===== src/rtl/acumulador_somas_if.sv =====
// acumulador_somas_if: sum input stream, block-total output stream
// and the abort line of the accumulator stage.
interface acumulador_somas_if #(
    parameter int LARG_ENT = 9,
    parameter int LARG_ACC = 16
);
    logic [LARG_ENT-1:0] s_in;
    logic                in_valid;
    logic                in_ready;
    logic                limpar;
    logic [LARG_ACC-1:0] total;
    logic [7:0]          contagem;
    logic                out_valid;
    logic                out_ready;
    logic                overflow;

    modport master (
        output s_in, in_valid, limpar, out_ready,
        input  in_ready, total, contagem, out_valid, overflow
    );

    modport slave (
        input  s_in, in_valid, limpar, out_ready,
        output in_ready, total, contagem, out_valid, overflow
    );
endinterface


===== src/rtl/acumulador_somas.sv =====
// acumulador_somas: sums NUM_AMOSTRAS adder results per block.
// Optional macro SATURACAO_EN: saturate instead of wrap on carry.
module acumulador_somas #(
    parameter int LARG_ENT     = 9,
    parameter int LARG_ACC     = 16,
    parameter int NUM_AMOSTRAS = 4
) (
    input logic               clk,
    input logic               rst,
    acumulador_somas_if.slave bus
);
    typedef enum logic {ACUM, ENTREGA} estado_t;

    localparam int         LS     = LARG_ACC + 1;
    localparam logic [7:0] ULTIMA = 8'(NUM_AMOSTRAS - 1);

    estado_t             estado, prox;
    logic [LARG_ACC-1:0] acc, acc_novo, total_q;
    logic [LARG_ACC:0]   soma;
    logic [7:0]          cont;
    logic                ovf, ovf_novo, ovf_q;
    logic                aceita, fecha;

    // one extra bit catches the carry of this add
    always_comb begin
        soma     = {1'b0, acc} + LS'(bus.s_in);
        ovf_novo = ovf | soma[LARG_ACC];
`ifdef SATURACAO_EN
        acc_novo = ovf_novo ? '1 : soma[LARG_ACC-1:0];
`else
        acc_novo = soma[LARG_ACC-1:0];
`endif
        aceita   = (estado == ACUM) && bus.in_valid && !bus.limpar;
        fecha    = aceita && (cont == ULTIMA);
    end

    // state register
    always_ff @(posedge clk) begin
        if (rst) estado <= ACUM;
        else     estado <= prox;
    end

    // next state; handshake outputs depend on state only
    always_comb begin
        prox          = estado;
        bus.in_ready  = 1'b0;
        bus.out_valid = 1'b0;
        unique case (estado)
            ACUM: begin
                bus.in_ready = 1'b1;
                if (fecha) prox = ENTREGA;
            end
            ENTREGA: begin
                bus.out_valid = 1'b1;
                if (bus.out_ready) prox = ACUM;
            end
            default: prox = ACUM;
        endcase
    end

    // accumulate; close block into total on the last sum
    always_ff @(posedge clk) begin
        if (rst) begin
            acc     <= '0;
            cont    <= '0;
            ovf     <= 1'b0;
            total_q <= '0;
            ovf_q   <= 1'b0;
        end else if (estado == ACUM) begin
            if (bus.limpar) begin
                acc  <= '0;
                cont <= '0;
                ovf  <= 1'b0;
            end else if (fecha) begin
                total_q <= acc_novo;
                ovf_q   <= ovf_novo;
                acc     <= '0;
                cont    <= '0;
                ovf     <= 1'b0;
            end else if (aceita) begin
                acc  <= acc_novo;
                cont <= cont + 8'd1;
                ovf  <= ovf_novo;
            end
        end
    end

    assign bus.total    = total_q;
    assign bus.overflow = ovf_q;
    assign bus.contagem = cont;
endmodule


===== src/flat_wrapper.sv =====
// flat-port wrapper written by rule: the top's interface ports become plain ports
module acumulador_somas_flat 
#(
    parameter int LARG_ENT     = 9,
    parameter int LARG_ACC     = 16,
    parameter int NUM_AMOSTRAS = 4
)
  (clk, rst, bus_s_in, bus_in_valid, bus_limpar, bus_out_ready, bus_in_ready, bus_total, bus_contagem, bus_out_valid, bus_overflow);
  acumulador_somas_if #(.LARG_ENT(LARG_ENT), .LARG_ACC(LARG_ACC)) bus_i ();
  input logic clk;
  input logic rst;
  input wire logic [$bits(bus_i.s_in)-1:0] bus_s_in;
  input wire logic [$bits(bus_i.in_valid)-1:0] bus_in_valid;
  input wire logic [$bits(bus_i.limpar)-1:0] bus_limpar;
  input wire logic [$bits(bus_i.out_ready)-1:0] bus_out_ready;
  output wire logic [$bits(bus_i.in_ready)-1:0] bus_in_ready;
  output wire logic [$bits(bus_i.total)-1:0] bus_total;
  output wire logic [$bits(bus_i.contagem)-1:0] bus_contagem;
  output wire logic [$bits(bus_i.out_valid)-1:0] bus_out_valid;
  output wire logic [$bits(bus_i.overflow)-1:0] bus_overflow;
  assign bus_i.s_in = bus_s_in;
  assign bus_i.in_valid = bus_in_valid;
  assign bus_i.limpar = bus_limpar;
  assign bus_i.out_ready = bus_out_ready;
  assign bus_in_ready = bus_i.in_ready;
  assign bus_total = bus_i.total;
  assign bus_contagem = bus_i.contagem;
  assign bus_out_valid = bus_i.out_valid;
  assign bus_overflow = bus_i.overflow;
  acumulador_somas #(.LARG_ENT(LARG_ENT), .LARG_ACC(LARG_ACC), .NUM_AMOSTRAS(NUM_AMOSTRAS)) u_core (.clk(clk), .rst(rst), .bus(bus_i));
endmodule

===== config.mk =====
export PLATFORM = sky130hd
export DESIGN_NAME = acumulador_somas_flat
export DESIGN_NICKNAME = d
export VERILOG_FILES = /design/src/rtl/acumulador_somas_if.sv /design/src/rtl/acumulador_somas.sv /design/src/flat_wrapper.sv
export SDC_FILE = /design/constraint.sdc
export NUM_CORES = 1
export LEC_CHECK = 0
export BUFFER_PORTS_ARGS = -buffer_cell sky130_fd_sc_hd__buf_4
export CAP_MARGIN = 20
export CORE_ASPECT_RATIO = 1.75
export CORE_MARGIN = 2
export CORE_UTILIZATION = 45
export CTS_CLUSTER_SIZE = 14
export DETAILED_ROUTE_END_ITERATION = 8
export GPL_TIMING_DRIVEN = 1
export PLACE_DENSITY_LB_ADDON = 0.08
export SLEW_MARGIN = 40
export SYNTH_ARGS = -nofsm -noshare
export SYNTH_HDL_FRONTEND = slang
export SYNTH_SLANG_ARGS = --single-unit

===== constraint.sdc =====
create_clock -name clk -period 2.2 [get_ports clk]
set_input_delay 0 -clock clk [delete_from_list [all_inputs] [get_ports clk]]
set_output_delay 0 -clock clk [all_outputs]
set_load 0.01 [all_outputs]

==> results.yml <==
setup_path:
  cp_top_family: "compound AO/OA/AOI/OAI gates"
  cp-end-kind: "register"
  critPathBufInv: 2
  cp_max_fo: 13
  start_kind: "register"
  slowest_stage: "a2111oi_4"
  ff2ff_setup_slack_ns: 0.13
  arrival_ns: 2.29
  crit_required_ns: 2.42
  crit_chain: "ha_1, a21o_1, a31o_1, a2111oi_4, buf_12, buf_4, nand3_1, a31oi_1"
  worstSetupPathType: "reg -> reg"
  cpPeakStageDelay_ns: 0.42
cts:
  cts_root_buf: "clkbuf_8"
  clkTransAtPathRegs_ns: 0.08
  cts.sinks: 43
  clockBufferDepth: 2
  cts_tree: "done"
  numCtsBuffers: 5
  clkLatencyLatePin_ns: 0.29
  htreeDepth: 2
logic_synthesis:
  synth_flop_cell: "dfxtp_1"
  ys_seq_area_share_pct: 37.3
  synth-edff-count: 0
  synth-simple-area-share_pct: 24.1
  syn-cell-area_mm2: 0.00231
  synth_top_area_cell: "dfxtp_1"
  synth_common_cells: "dfxtp_1, nand2_1, nor2_1"
  synth_fa_ha_area_share_pct: 6.28
  syn_inst: 263
  synth_xor_area_share_pct: 2.65
  ys_types: 49
  synth_most_common_cell: "dfxtp_1"
  async_flop_share_pct: 0
  synth_warnings: 0
  synth_area_leaders: "dfxtp_1, ha_1, nand2_1, nor2_1, a21oi_1"
  synth.top_cell.area_share_pct: 37.3
  synth_top_family_by_area: "compound AO/OA/AOI/OAI gates"
  muxShareOfSynthArea_pct: 0
  avgSynthCellArea_um2: 8.78
  synth_compound_area_share_pct: 26.2
  yosys_register_bits: 43
  syn-num-nets: 288
final_layout:
  drive_gt1_share_pct: 24.4
  area_growth_syn_to_layout_pct: 24.2
  multiInputGateArea_mm2: 0.00140
  antenna_cells: 0
  seq_area_um2: 862
  nNetsFinal: 336
  nFillCells: 498
  final_util_pct: 57.6
detailed_routing:
  num_vias: 2154
  drc: 0
  ant_nets: 0
  drtIter0Drc: 64
  drt_wl_total_mm: 5.40
  first_pass_iters: 4
  avgRoutedWirePerCell_um: 14.8
  viasPerCell: 5.90
timing:
  setup_viol_count_final: 0
  final_hold_viol_count: 0
  skew_ns: 0.00766
  fin_tns_setup_ns: 0
  tightest_slew_ns: 0.598
  period_minus_slack_ns: 2.07
  slew_violations: 0
  slew_headroom_pct: 60.0
  fin_crit_sh_pct: 94.2
  rsz0062_at_grt: "no"
  fmax_mhz: 483
die:
  start_util_pct: 46.4
  fp.dieH_um: 98.8
  rows: 34
  pin_count: 41
  die_x_um: 58.2
  die_area_mm2: 0.00574
  core_mm2: 0.00498
global_routing:
  grt_first_pass_wirelength_mm: 8.98
  antenna_found_initial: 0
  grt_overflow_total: 0
  grt_max_degree: 44
  grt_pass1_vias: 1966
  grt_usage_pct: 19.7
power:
  p_per_area_mw_per_mm2: 527
  leakagePower_uw: 0.00117
  peakVddDrop_v: 0.000437
placement:
  io_buffers: 40
  routabilityCongestion: 0.824
  dp_hpwl_mm: 3.86
status:
  status: "finished clean"
hold_path:
  hold_path.class: "in -> reg"
run:
  maxCapViolCount: 0
metrics by stage:
step                      instance area [um^2]  total power [uW]  setup slack, ns  cells  hold WS, ns
after floorplan                           2310               939            0.111    263        0.182
after global placement                    2720              1010           0.0660    354        0.272
after detailed placement                  2720              1010           0.0289    354        0.271
after CTS                                 2820              1520           0.0188    362        0.112
after global routing                      2870              1580         0.000929    365        0.147
final                                     2870              1510            0.128    365        0.131
cell families (layout without fill, tap and decap cells):
group           after synthesis  count (layout)
fa+ha+maj                    11              11
buf+inv                      18              66
flops                        43              43
xor+xnor                      7               7
simple gates                103             103
compound gates               81              81
timing repair:
| action | 4_1_cts | 5_1_grt |
|---|---|---|
| hold buffers | 1 | 0 |
| setup endpoints to repair | 0 | 6 |
| setup buffers | 0 | 3 |
| resized for setup | 0 | 6 |
| hold endpoints to repair | 1 | 0 |
worst reg2reg max path, cell delays in order (launching register included):
cell	delay, ns
dfxtp_2	0.34
ha_1	0.27
a21o_1	0.18
a31o_1	0.28
a2111oi_4	0.42
buf_12	0.18
buf_4	0.11
nand3_1	0.07
a31oi_1	0.15
layout make-up:
cell class / count / area share [%]
multi-input combinational: 202 / 48.7
sequential: 43 / 30.0
timing repair buffer: 55 / 15.4
clock buffer: 6 / 2.88
tap: 54 / 2.35
inverter: 4 / 0.523
clock inverter: 1 / 0.174
layer usage:
layer | up-vias | wire length [um] | share of wire, % | global-route usage [%]
met4 | 0 | 92 | 1.7 | 7.33
li1 | 1088 | - | - | -
met2 | 32 | 2780 | 51 | 33.7
met3 | 9 | 172 | 3.2 | 3.67
met5 | - | 0 | 0 | 0
met1 | 1025 | 2360 | 44 | 23.8
state kept, by name (all words and copies together), names as in the netlist:
name                 count
u_core.acc              16
u_core.bus.contagem      8
u_core.bus.overflow      1
u_core.bus.total        16
u_core.estado            1
u_core.ovf               1
path summary, 6_finish.rpt:
| check | from | endpoint | cells after the start |
|---|---|---|---|
| setup reg to reg | u_core.acc[1] | u_core.acc[9] | 8 |
| setup / recovery | u_core.acc[1] | u_core.acc[9] | 8 |
| hold reg to reg | u_core.bus.total[2] | u_core.bus.total[2] | 2 |
| hold / removal | bus_s_in[0] | u_core.acc[0] | 4 |
layout by cell type, fill, tap and decap left out, types with 5 or more instances in the layout:
cell type / synthesis / routed
dfxtp_1: 43 / 42
buf_4: 0 / 52
nand2_1: 27 / 27
nand3b_1: 5 / 5
nor4_1: 6 / 5
a22oi_1: 7 / 7
a21o_1: 9 / 9
clkbuf_8: 0 / 6
a211oi_1: 6 / 5
nand3_1: 8 / 8
a31oi_1: 5 / 5
and3_1: 8 / 8
a21oi_1: 15 / 15
ha_1: 10 / 8
nor2_1: 23 / 23
o21ai_0: 8 / 8
where the power goes:
part	total, uW	switching [uW]	internal (uW)
sequential	795	7.53	787
clock	511	264	247
combinational	205	112	93.2
total	1510	384	1130
No activity file was read; power rests on OpenSTA's default activity.
